--- src/rtl/d_fd_reg_if.sv ---
// Fetch/decode handshake bundle.
// Fetch drives the i_* side, decode reads the or_* side.
interface d_fd_reg_if;
  logic        i_en;
  logic        i_Req;
  logic        i_flush;
  logic [31:0] i_pc;
  logic [31:0] i_instr;
  logic        i_bd;
  logic [31:0] or_pc;
  logic [31:0] or_instr;
  logic [4:0]  or_excCode;
  logic        or_bd;
  logic        or_valid;

  modport master (
    output i_en, i_Req, i_flush,
    output i_pc, i_instr, i_bd,
    input  or_pc, or_instr, or_excCode,
    input  or_bd, or_valid
  );

  modport slave (
    input  i_en, i_Req, i_flush,
    input  i_pc, i_instr, i_bd,
    output or_pc, or_instr, or_excCode,
    output or_bd, or_valid
  );
endinterface

--- src/rtl/d_fd_reg.sv ---
// Fetch/decode pipeline register with fetch AdEL detection,
// delay-slot flag and request/flush bubble insertion.
module d_fd_reg #(
  parameter logic [31:0] PC_DEFAULT = 32'h0000_3000,
  parameter logic [31:0] EXC_ENTRY  = 32'h0000_4180,
  parameter logic [31:0] IM_BASE    = 32'h0000_3000,
  parameter logic [31:0] IM_END     = 32'h0000_6FFF,
  parameter logic [4:0]  EXC_ADEL   = 5'd4
) (
  input logic         i_clk,
  input logic         i_reset,
  d_fd_reg_if.slave   fd
);

  typedef struct packed {
    logic [31:0] pc;
    logic [31:0] instr;
    logic [4:0]  exc;
    logic        bd;
    logic        valid;
  } fd_t;

  localparam fd_t FD_RST = '{
    pc:    PC_DEFAULT,
    instr: 32'h0,
    exc:   5'd0,
    bd:    1'b0,
    valid: 1'b0
  };

  fd_t q;
  fd_t d;

  logic misal;
  logic below;
  logic above;
  logic adel;

  assign misal = |fd.i_pc[1:0];
  assign below = fd.i_pc < IM_BASE;
  assign above = fd.i_pc > IM_END;
  assign adel  = misal | below | above;

  // Request outranks flush, both outrank stall.
  always_comb begin
    d = q;
    priority case (1'b1)
      fd.i_Req: begin
        d.pc    = EXC_ENTRY;
        d.instr = 32'h0;
        d.exc   = 5'd0;
        d.bd    = 1'b0;
        d.valid = 1'b0;
      end
      fd.i_flush: begin
        d.pc    = fd.i_pc;
        d.instr = 32'h0;
        d.exc   = 5'd0;
        d.bd    = 1'b0;
        d.valid = 1'b0;
      end
      fd.i_en: begin
        d.pc    = fd.i_pc;
        d.bd    = fd.i_bd;
        d.valid = 1'b1;
        d.exc   = adel ? EXC_ADEL : 5'd0;
        d.instr = adel ? 32'h0 : fd.i_instr;
      end
      default: d = q;
    endcase
  end

  always_ff @(posedge i_clk or posedge i_reset) begin
    if (i_reset) q <= FD_RST;
    else         q <= d;
  end

  assign fd.or_pc      = q.pc;
  assign fd.or_instr   = q.instr;
  assign fd.or_excCode = q.exc;
  assign fd.or_bd      = q.bd;
  assign fd.or_valid   = q.valid;

endmodule

--- src/flat_wrapper.sv ---
// flat-port wrapper written by rule: the top's interface ports become plain ports
module d_fd_reg_flat 
#(
  parameter logic [31:0] PC_DEFAULT = 32'h0000_3000,
  parameter logic [31:0] EXC_ENTRY  = 32'h0000_4180,
  parameter logic [31:0] IM_BASE    = 32'h0000_3000,
  parameter logic [31:0] IM_END     = 32'h0000_6FFF,
  parameter logic [4:0]  EXC_ADEL   = 5'd4
)
  (i_clk, i_reset, fd_i_en, fd_i_Req, fd_i_flush, fd_i_pc, fd_i_instr, fd_i_bd, fd_or_pc, fd_or_instr, fd_or_excCode, fd_or_bd, fd_or_valid);
  d_fd_reg_if fd_i ();
  input logic i_clk;
  input logic i_reset;
  input wire logic [$bits(fd_i.i_en)-1:0] fd_i_en;
  input wire logic [$bits(fd_i.i_Req)-1:0] fd_i_Req;
  input wire logic [$bits(fd_i.i_flush)-1:0] fd_i_flush;
  input wire logic [$bits(fd_i.i_pc)-1:0] fd_i_pc;
  input wire logic [$bits(fd_i.i_instr)-1:0] fd_i_instr;
  input wire logic [$bits(fd_i.i_bd)-1:0] fd_i_bd;
  output wire logic [$bits(fd_i.or_pc)-1:0] fd_or_pc;
  output wire logic [$bits(fd_i.or_instr)-1:0] fd_or_instr;
  output wire logic [$bits(fd_i.or_excCode)-1:0] fd_or_excCode;
  output wire logic [$bits(fd_i.or_bd)-1:0] fd_or_bd;
  output wire logic [$bits(fd_i.or_valid)-1:0] fd_or_valid;
  assign fd_i.i_en = fd_i_en;
  assign fd_i.i_Req = fd_i_Req;
  assign fd_i.i_flush = fd_i_flush;
  assign fd_i.i_pc = fd_i_pc;
  assign fd_i.i_instr = fd_i_instr;
  assign fd_i.i_bd = fd_i_bd;
  assign fd_or_pc = fd_i.or_pc;
  assign fd_or_instr = fd_i.or_instr;
  assign fd_or_excCode = fd_i.or_excCode;
  assign fd_or_bd = fd_i.or_bd;
  assign fd_or_valid = fd_i.or_valid;
  d_fd_reg #(.PC_DEFAULT(PC_DEFAULT), .EXC_ENTRY(EXC_ENTRY), .IM_BASE(IM_BASE), .IM_END(IM_END), .EXC_ADEL(EXC_ADEL)) u_core (.i_clk(i_clk), .i_reset(i_reset), .fd(fd_i));
endmodule
--- config.mk ---
export PLATFORM = sky130hd
export DESIGN_NAME = d_fd_reg_flat
export DESIGN_NICKNAME = d
export VERILOG_FILES = /design/src/rtl/d_fd_reg_if.sv /design/src/rtl/d_fd_reg.sv /design/src/flat_wrapper.sv
export SDC_FILE = /design/constraint.sdc
export NUM_CORES = 1
export LEC_CHECK = 0
export ABC_AREA = 1
export CORE_MARGIN = 8
export CORE_UTILIZATION = 37
export CTS_CLUSTER_SIZE = 14
export DETAILED_ROUTE_END_ITERATION = 16
export GPL_ROUTABILITY_DRIVEN = 0
export PLACE_DENSITY = 0.86
export SYNTH_ARGS = -nofsm -noshare
export SYNTH_HDL_FRONTEND = slang
export SYNTH_SLANG_ARGS = --single-unit
--- constraint.sdc ---
create_clock -name i_clk -period 1.9 [get_ports i_clk]
set_input_delay 0.38 -clock i_clk [delete_from_list [all_inputs] [get_ports i_clk]]
set_output_delay 0.38 -clock i_clk [all_outputs]
set_load 0.05 [all_outputs]
## Word-level counts from Yosys, hierarchy flattened

Index checks and enable logic that the tools add are counted.

- Flip-flop bits (word level): 71
- Input bits: 70
- Output and inout port bits: 71
- Word-level logic and storage cells: 16

- Reductions and logical operators: 2
- Mux-type cells: 5
- Bitwise logic cells: 2
- Order comparisons: 2

Operators by type and width:

| operator | number |
|---|---|
| 2-to-1 mux 71 bit | 3 |
| > comparator 32 x 15 -> 1 bit, second input constant | 1 |
| less-than comparator 32 x 14 -> 1 bit, second input constant | 1 |
| 2-to-1 mux 32 bit | 1 |
| 2-to-1 mux 3 bit | 1 |
| nonzero test 3 bit | 1 |
| OR 1 bit | 2 |
| OR reduction 2 bit | 1 |

## Depth between registers and ports, before layout

Gate-level depths: netlist of the first run.

- Word-level depth: 7
- Mapped depth: 8
- Depth with buffers taken out: 7

## Worst setup path before layout of the first run

No wires, ideal clock.

- Kind: input -> register
- Start: input fd_i_pc[27]
- End: register u_core.q, in the netlist u_core.fd.or_instr[10]
- Required time: 1.834 ns
- Path buffers: 1
- Library setup time: 0.066 ns
- Slack: 0.738 ns
- Cell stages on the path: 6
- Arrival: 1.096 ns
- Cells stage by stage: nor3_1 nand3_1 nor2_2 buf_4 nand2_1 nand2_1

- Word-level cells in the longest chain between the ends: 7
- Elaborated cells between the ends (all ways): 8
- Those cells by class: order compare: 2; mux: 4; bitwise: 2

RTL lines:

| element | line | text |
|---|---|---|
| from (decl) | flat_wrapper.sv:17 | `input wire logic [$bits(fd_i.i_pc)-1:0] fd_i_pc;` |
| less-than comparator 32 x 14 -> 1 bit | d_fd_reg.sv:40 | `assign below = fd.i_pc < IM_BASE;` |
| OR 1 bit | d_fd_reg.sv:42 | `assign adel = misal \| below \| above;` |
| OR 1 bit * | d_fd_reg.sv:42 |  |
| 2-to-1 mux 32 bit * | d_fd_reg.sv:67 | `d.instr = adel ? 32'h0 : fd.i_instr;` |
| 2-to-1 mux 71 bit * (3 in series) | d_fd_reg.sv:47 | `priority case (1'b1)` |
| to (signal assigned) | d_fd_reg.sv:74 | `if (i_reset) q <= FD_RST;` |
| to (signal assigned) | d_fd_reg.sv:75 | `else q <= d;` |
| to (decl) | d_fd_reg.sv:31 | `fd_t q;` |

Every way passes the cells marked *; elsewhere a longest branch is shown, timed or not. The select of a mux whose other input is x is not followed.
A chain may end at the register's enable or synchronous reset.

## Worst setup path after layout of the first run

- Start: register u_core.q, in the netlist u_core.fd.or_pc[17]
- End: output fd_or_pc[17]

RTL lines:

| element | line | text |
|---|---|---|
| to (decl) | flat_wrapper.sv:20 | `output wire logic [$bits(fd_i.or_pc)-1:0] fd_or_pc;` |

No word-level cell between the ends.

==> flow_metrics.py, run 1 <==
metrics = {
    "grt": {
        "grt_pass1_wl_um": 13900,
        "antenna_found_initial": 0,
        "met2_usage_pct": 24.8,
        "use_met1_pct": 17.8,
        "grt_pass1_vias": 2774,
        "use_met3_pct": 5.75,
        "grt_overflow": 0,
        "top_usage_layer": "met2",
        "grt_usage_pct": 15.1,
        "grt_max_degree": 68,
    },
    "floorplanning": {
        "start_util_pct": 37.6,
        "die_height_um": 106,
        "io_pins": 141,
        "dieWidth_um": 106,
        "core_region_area_mm2": 0.00805,
        "dieArea_mm2": 0.0113,
        "rows": 33,
    },
    "logic_synthesis": {
        "synth-seq-area-share_pct": 55.5,
        "syn_avg_cell_area_um2": 7.90,
        "ys_seq_elements": 67,
        "ys_types": 19,
        "synthCells": 383,
        "ys.warnings.count": 0,
        "syn_area_mm2": 0.00303,
    },
    "layout": {
        "layout_common_cells": "nand2_1 (159), clkdlybuf4s50_1 (71), dfrtp_1 (65)",
        "drive_gt1_share_pct": 14.9,
        "multiInputGateArea_mm2": 0.00107,
        "syn_to_final_growth_pct": 53.0,
        "mostFrequentLayoutCell": "nand2_1",
        "layout.cells.non_filler": 629,
        "nets": 590,
        "regArea_mm2": 0.00168,
        "post-route-cell-area_mm2": 0.00463,
        "num_antenna_cells": 0,
        "postLayoutCoreUtil_pct": 57.5,
        "fillCellCount": 748,
    },
    "clocking": {
        "hold_buffers": 0,
        "clock_path_buffers": 2,
        "cts.repair.resized": 6,
        "cts-root-buf": "clkbuf_8",
        "h-tree-depth": 3,
        "cts_sinks": 67,
        "tritoncts": "yes",
        "clkLatencyLatePin_ns": 0.32,
        "post-cts-setup-buffer-count": 0,
        "cts_buffers": 9,
        "clk_pin_slew_ns": 0.07,
    },
    "job": {
        "cap_violations": 0,
    },
    "drt": {
        "vias": 2786,
        "drt_iter0_markers": 136,
        "drt-total-wl_um": 8710,
        "postRouteAntennaNets": 0,
        "drc_errors": 0,
        "wl_per_cell_um": 13.8,
        "dr.pass1.iters": 4,
        "vias_per_cell": 4.43,
    },
    "worst_setup_path": {
        "cp.arrival_ns": 1.49,
        "required_ns": 1.52,
        "endpoint_kind": "output pin",
        "cp_slowest_cell": "clkdlybuf4s50_1",
        "crit_path_start_kind": "flip-flop",
        "critical_path.top_delay_family": "buffers and inverters",
        "reg2regPathDepth": 2,
        "critPathMaxStageDelay_ns": 0.81,
        "crit_fanout": 2,
        "worstSetupPathType": "flip-flop to output pin",
        "crit_chain": "clkdlybuf4s50_1",
        "worst-path-stages": 1,
        "crit_buf_inv": 1,
    },
    "outcome": {
        "status": "finished, final reports clean",
    },
    "sta": {
        "setup-tns-final_ns": 0,
        "maxSlewHeadroom_pct": 64.4,
        "hold_viol": 0,
        "max_freq_mhz": 535,
        "worst_clock_skew_ns": 0,
        "post-route-min-period_ns": 1.87,
        "drv_slew": 0,
        "worst_pin_slew_ns": 0.533,
        "post-route-period-util_pct": 98.4,
        "setup_viol": 0,
        "rsz0062_at_grt": "no",
    },
    "hold_path": {
        "hold_class": "flip-flop to flip-flop",
        "min_delay_path_depth": 2,
    },
    "power": {
        "leakage_uw": 0.00272,
        "power_density_mw_per_mm2": 671,
        "power_uw": 3110,
        "ir_worst_vdd_uv": 478,
    },
    "place": {
        "port_buffers": 136,
        "hpwl_um": 6600,
        "dpl_cell_area_mm2": 0.00442,
        "dp_cells": 614,
    },
}
==> metal layers <==
metal | routed length [µm] | vias up
met5 | 0 | -
met4 | 141 | 0
met3 | 672 | 12
met2 | 4190 | 99
met1 | 3710 | 1268
li1 | - | 1407
==> Yosys cell counts <==
library cell	n	area (µm²)
nand2_1	159	597
dfrtp_1	65	1630
nor2_1	47	176
inv_1	35	131
o21ai_0	32	160
buf_2	10	50.1
nand2_2	10	62.6
buf_4	7	52.6
clkbuf_1	3	11.3
nand3_1	3	15.0
buf_6	2	22.5
dfstp_2	2	52.6
nor2_2	2	12.5
buf_8	1	15.0
conb_1	1	3.75
inv_2	1	3.75
nor2_8	1	20.0
nor3_1	1	5.00
o21bai_1	1	7.51
==> cell families (layout without fill, tap and decap cells) <==
logic type	count (synthesis)	count (layout)	synth area share [%]
other	1	4	0.124
AO/OA/AOI/OAI	33	33	5.54
AND/OR/NAND/NOR	223	223	29.4
flip-flops	67	67	55.5
buffers and inverters	59	197	9.47
==> flip-flops by register name, indices dropped and copies added, names as in the netlist <==
name,cells
u_core.fd.or_pc,32
u_core.fd.or_instr,32
u_core.fd.or_bd,1
u_core.fd.or_valid,1
u_core.fd.or_excCode,1
==> path summary, 6_finish.rpt <==
kind | startpoint | end | slack [ns]
max | u_core.fd.or_pc[17]$_DFFE_PP0P_ | fd_or_pc[17] | 0.03
min | u_core.fd.or_instr[10]$_DFFE_PP0P_ | u_core.fd.or_instr[10]$_DFFE_PP0P_ | 0.48
max reg2reg | u_core.fd.or_pc[13]$_DFFE_PP1P_ | u_core.fd.or_pc[13]$_DFFE_PP1P_ | 1.17
min reg2reg | u_core.fd.or_instr[10]$_DFFE_PP0P_ | u_core.fd.or_instr[10]$_DFFE_PP0P_ | 0.48
max in group asynchronous | i_reset | u_core.fd.or_pc[13]$_DFFE_PP1P_ | 1.06
min in group asynchronous | i_reset | u_core.fd.or_instr[14]$_DFFE_PP0P_ | 0.50
==> area by class of cell <==
type	instances	area share, %
flip-flops and latches	67	36.3
repair buffers	146	31.3
multi-input cells	260	23.1
clock buffers	12	3.14
inverters	36	3.00
well taps	105	2.84
clock inverters	3	0.324
==> per-stage QoR <==
stage	worst slack [ns]	hold WS [ns]
floorplan	0.738	0.506
global placement	0.0960	0.463
detailed placement	0.0804	0.470
CTS	0.00202	0.486
global route	0.00393	0.502
finish	0.0296	0.479
==> report_power, final <==
group,internal (µW),switching (µW)
combinational,245,365
clock,497,496
sequential,1480,27.5
Note: power is estimated with default switching activity, not from simulation.
==> inputs of run 2 (changes only) <==
- CORE_UTILIZATION: 37 -> 30
- PLACE_DENSITY: 0.86 -> 0.74
==> run 2 against run 1 <==
Effect of this change:
- design area increased by 0.92%
- worst setup slack improved by 0.26 ns
- via count decreased by 0.65%
- first-iteration DRC count increased by 32%
- maximum frequency increased by 16%
- combinational power about the same
==> flow_metrics.py, run 2 (synthesis results as in run 1) <==
metrics = {
    "grt": {
        "grt_usage_pct": 13.5,
        "grt_overflow": 0,
        "grt_pass1_wl_um": 14300,
        "antenna_found_initial": 0,
        "grt_max_degree": 68,
        "grt_pass1_vias": 2829,
    },
    "worst_setup_path": {
        "critical_path.top_delay_family": "buffers and inverters",
        "endpoint_kind": "output pin",
        "worst-path-stages": 1,
        "required_ns": 1.52,
        "r2r_start": "u_core.fd.or_pc[12]$_DFFE_PP1P_",
        "critPathMaxStageDelay_ns": 0.55,
        "worstSetupPathType": "flip-flop to output pin",
        "cp_slowest_cell": "dlygate4sd2_1",
        "crit_chain": "dlygate4sd2_1",
        "worstReg2RegEnd": "u_core.fd.or_pc[12]$_DFFE_PP1P_",
        "cp.arrival_ns": 1.23,
        "regToRegSetupSlack_ns": 1.16,
        "reg2regPathDepth": 2,
        "crit_fanout": 2,
        "crit_start": "u_core.fd.or_pc[24]$_DFFE_PP0P_",
        "crit_path_end": "fd_or_pc[24]",
        "crit_buf_inv": 1,
        "crit_path_start_kind": "flip-flop",
    },
    "place": {
        "port_buffers": 136,
        "hpwl_um": 6850,
        "dp_cells": 643,
        "dpl_cell_area_mm2": 0.00442,
    },
    "clocking": {
        "post-cts-setup-buffer-count": 0,
        "clock_path_buffers": 2,
        "h-tree-depth": 3,
        "cts_sinks": 67,
        "cts_buffers": 9,
        "clk_pin_slew_ns": 0.07,
        "tritoncts": "yes",
        "cts-root-buf": "clkbuf_8",
        "clkLatencyLatePin_ns": 0.32,
    },
    "floorplanning": {
        "dieWidth_um": 116,
        "die_height_um": 116,
        "rows": 36,
        "io_pins": 141,
        "core_region_area_mm2": 0.00977,
        "dieArea_mm2": 0.0136,
        "start_util_pct": 31.0,
    },
    "power": {
        "power_density_mw_per_mm2": 738,
        "leakage_uw": 0.00259,
        "ir_worst_vdd_uv": 354,
    },
    "job": {
        "cap_violations": 0,
    },
    "drt": {
        "wl_per_cell_um": 13.6,
        "drt-total-wl_um": 8970,
        "drt_iter0_markers": 180,
        "drc_errors": 0,
        "dr.pass1.iters": 7,
        "vias_per_cell": 4.20,
        "vias": 2768,
        "postRouteAntennaNets": 0,
    },
    "sta": {
        "max_freq_mhz": 622,
        "drv_slew": 0,
        "setup-tns-final_ns": 0,
        "worst_pin_slew_ns": 0.521,
        "rsz0062_at_grt": "no",
        "hold_viol": 0,
        "worst_clock_skew_ns": 0,
        "post-route-min-period_ns": 1.61,
        "setup_viol": 0,
        "maxSlewHeadroom_pct": 65.2,
        "post-route-period-util_pct": 84.6,
    },
    "hold_path": {
        "hold_class": "flip-flop to flip-flop",
        "min_from": "u_core.fd.or_instr[2]$_DFFE_PP0P_",
    },
    "outcome": {
        "status": "finished, final reports clean",
    },
    "layout": {
        "mostFrequentLayoutCell": "nand2_1",
        "num_antenna_cells": 0,
        "nets": 591,
        "layout.cells.non_filler": 659,
        "drive_gt1_share_pct": 17.7,
        "syn_to_final_growth_pct": 54.4,
        "fillCellCount": 998,
        "post-route-cell-area_mm2": 0.00467,
        "layout_common_cells": "nand2_1 (159), clkdlybuf4s50_1 (69), dfrtp_1 (65)",
    },
}
## run 2: how the worst min path moves through the flow
| stage | endpoint | cells past startpoint |
|---|---|---|
| after floorplan | u_core.fd.or_pc[12]$_DFFE_PP1P_ | 2 |
| final | u_core.fd.or_instr[2]$_DFFE_PP0P_ | 2 |
| after global placement | u_core.fd.or_instr[10]$_DFFE_PP0P_ | 2 |
| after CTS | u_core.fd.or_instr[8]$_DFFE_PP0P_ | 2 |
| after global routing | u_core.fd.or_instr[15]$_DFFE_PP0P_ | 3 |
| after detailed placement | u_core.fd.or_instr[8]$_DFFE_PP0P_ | 2 |
## run 2: layout make-up
type / count / area, µm² / area share [%]
tap: 133 / 166 / 3.56
clock buffer: 12 / 155 / 3.32
timing repair buffer: 147 / 1390 / 29.7
multi-input combinational: 260 / 1070 / 22.9
inverter: 36 / 139 / 2.97
sequential: 67 / 1680 / 35.9
clock inverter: 4 / 72.6 / 1.55
## run 2: power breakdown
part	switching [µW]	internal, µW	leakage, µW
sequential	26.8	1480	0.000890
clock	528	810	0.000113
combinational	366	241	0.00159
## run 2: metal layers
metal	GRT usage, %	wire (µm)
met5	0	0
met4	5.19	88
met3	4.24	574
met2	23.1	4590
met1	15.4	3720
## run 2: timing repair
action,CTS,global route
cloned,0,0
hold buffers,0,0
resized for setup,6,11
setup endpoints to repair,6,11
## run 2: through the flow
| step | total power (µW) | hold slack, ns | utilization [%] | setup slack [ns] |
|---|---|---|---|---|
| CTS | 3510 | 0.487 | 47.5 | 0.00351 |
| finish | 3450 | 0.477 | 47.8 | 0.293 |
| floorplan | 1860 | 0.506 | - | 0.738 |
| global placement | 2140 | 0.466 | 45.3 | 0.109 |
| global route | 3610 | 0.506 | 47.8 | 0.221 |
| detailed placement | 2150 | 0.468 | 45.3 | 0.0817 |
==> inputs of run 3 (changes only) <==
- clock period: 1.9 -> 1.3 ns (I/O delays scaled with it)
==> run 3 against run 2 <==
Effect of this change:
- critical path depth is the same
- first-iteration DRC count shrank 13%
- hold slack lost 0.22 ns
- non-clock buffer count grew 22
- via count grew 5.2%
- sequential cell count is the same
- wire length grew 10%
- critical endpoint is now fd_or_pc[12]
- largest cell class is now buffers
- highest routed layer unchanged
==> flow_metrics.py, run 3 (synthesis results as in run 1) <==
metrics = {
    "drt": {
        "vias_per_cell": 4.28,
        "vias": 2911,
        "postRouteAntennaNets": 0,
        "dr.pass1.iters": 4,
        "drt_iter0_markers": 156,
        "drc_errors": 0,
        "wl_per_cell_um": 14.5,
        "drt-total-wl_um": 9890,
    },
    "layout": {
        "nets": 613,
        "syn_to_final_growth_pct": 87.1,
        "num_antenna_cells": 0,
        "drive_gt1_share_pct": 24.7,
        "mostFrequentLayoutCell": "nand2_1",
        "layout_common_cells": "nand2_1 (158), buf_12 (73), dfrtp_1 (65)",
    },
    "sta": {
        "max_freq_mhz": 781,
        "setup-tns-final_ns": 0,
        "hold_viol": 0,
        "post-route-min-period_ns": 1.28,
        "drv_slew": 0,
        "whs_ns": 0.252,
        "setup_viol": 0,
        "post-route-period-util_pct": 98.5,
        "rsz0062_at_grt": "yes",
        "worst_clock_skew_ns": 0,
        "fin_ws_ns": 0.0200,
    },
    "place": {
        "port_buffers": 136,
        "hpwl_um": 7450,
        "dp_slack_ns": -0.428,
    },
    "worst_setup_path": {
        "required_ns": 1.04,
        "cp_slowest_cell": "dfstp_2",
        "cp.arrival_ns": 1.02,
        "endpoint_kind": "output pin",
        "crit_fanout": 2,
        "crit_path_start_kind": "flip-flop",
        "worstSetupPathType": "flip-flop to output pin",
        "crit_chain": "buf_12",
        "critPathMaxStageDelay_ns": 0.56,
        "critical_path.top_delay_family": "flip-flops",
        "crit_buf_inv": 1,
    },
    "floorplanning": {
        "die_height_um": 116,
        "dieWidth_um": 116,
        "io_pins": 141,
        "rows": 36,
        "start_util_pct": 31.0,
        "core_region_area_mm2": 0.00977,
        "dieArea_mm2": 0.0136,
    },
    "grt": {
        "grt_pass1_vias": 3130,
        "grt_overflow": 0,
        "use_met1_pct": 16.1,
        "grt_max_degree": 43,
        "top_usage_layer": "met2",
        "met2_usage_pct": 26.8,
        "antenna_found_initial": 0,
        "grt_pass1_wl_um": 15700,
        "grt_usage_pct": 15.0,
        "use_met3_pct": 5.02,
    },
    "clocking": {
        "clock_path_buffers": 2,
        "h-tree-depth": 3,
        "cts_buffers": 9,
        "clk_pin_slew_ns": 0.06,
        "tritoncts": "yes",
        "cts_sinks": 67,
        "cts-root-buf": "clkbuf_8",
        "clkLatencyLatePin_ns": 0.32,
    },
    "power": {
        "power_density_mw_per_mm2": 847,
        "power_uw": 4800,
        "ir_worst_vdd_uv": 503,
        "leakage_uw": 0.00283,
    },
    "hold_path": {
        "hold_class": "input pin to flip-flop",
    },
    "outcome": {
        "status": "finished, final reports clean",
    },
    "job": {
        "cap_violations": 0,
    },
}
## run 3: repair_timing
action                                  in CTS  in global routing
gates cloned                                 3                  0
setup buffers                                5                  0
hold buffers                                 0                  0
gates resized for setup                     33                  6
endpoints found under the setup margin      43                 23
pin swaps                                   15                  1
## run 3: power by group
| group | internal (µW) | leakage [µW] | switching (µW) |
|---|---|---|---|
| logic | 539 | 0.00186 | 550 |
| registers | 2160 | 0.000890 | 78.5 |
| clock network | 727 | 0.0000860 | 743 |
| total | 3420 | 0.00283 | 1370 |
## run 3: per-stage QoR
stage	instance area [µm²]	instances	util, %
2_1_floorplan	3040	386	-
3_3_place_gp	5350	657	54.7
3_5_place_dp	5350	657	54.7
4_1_cts	5650	680	57.8
5_1_grt	5660	680	57.9
6_report	5660	680	57.9
## run 3: cell type report
type,instances,area (µm²)
repair buffers,169,2420
clock inverters,3,15.0
clock buffers,12,145
inverters,36,139
multi-input cells,260,1090
flip-flops and latches,67,1680
well taps,133,166
fillers,869,4110
## run 3: routing by layer
metal / vias up / wire length, µm
met2: 78 / 5230
li1: 1456 / -
met1: 1365 / 3820
met5: - / 0
met3: 12 / 648
met4: 0 / 191
## run 3: path summary, 6_finish.rpt
| kind | start | slack [ns] | end | depth (start not counted) |
|---|---|---|---|---|
| max | u_core.fd.or_pc[12]$_DFFE_PP1P_ | 0.02 | fd_or_pc[12] | 1 |
| min in group asynchronous | i_reset | 0.36 | u_core.fd.or_instr[19]$_DFFE_PP0P_ | 3 |
| max in group asynchronous | i_reset | 0.66 | u_core.fd.or_pc[12]$_DFFE_PP1P_ | 3 |
| min | fd_i_pc[13] | 0.25 | u_core.fd.or_pc[13]$_DFFE_PP1P_ | 3 |
| max reg2reg | u_core.fd.or_pc[12]$_DFFE_PP1P_ | 0.53 | u_core.fd.or_pc[12]$_DFFE_PP1P_ | 2 |
| min reg2reg | u_core.fd.or_pc[13]$_DFFE_PP1P_ | 0.52 | u_core.fd.or_pc[13]$_DFFE_PP1P_ | 2 |
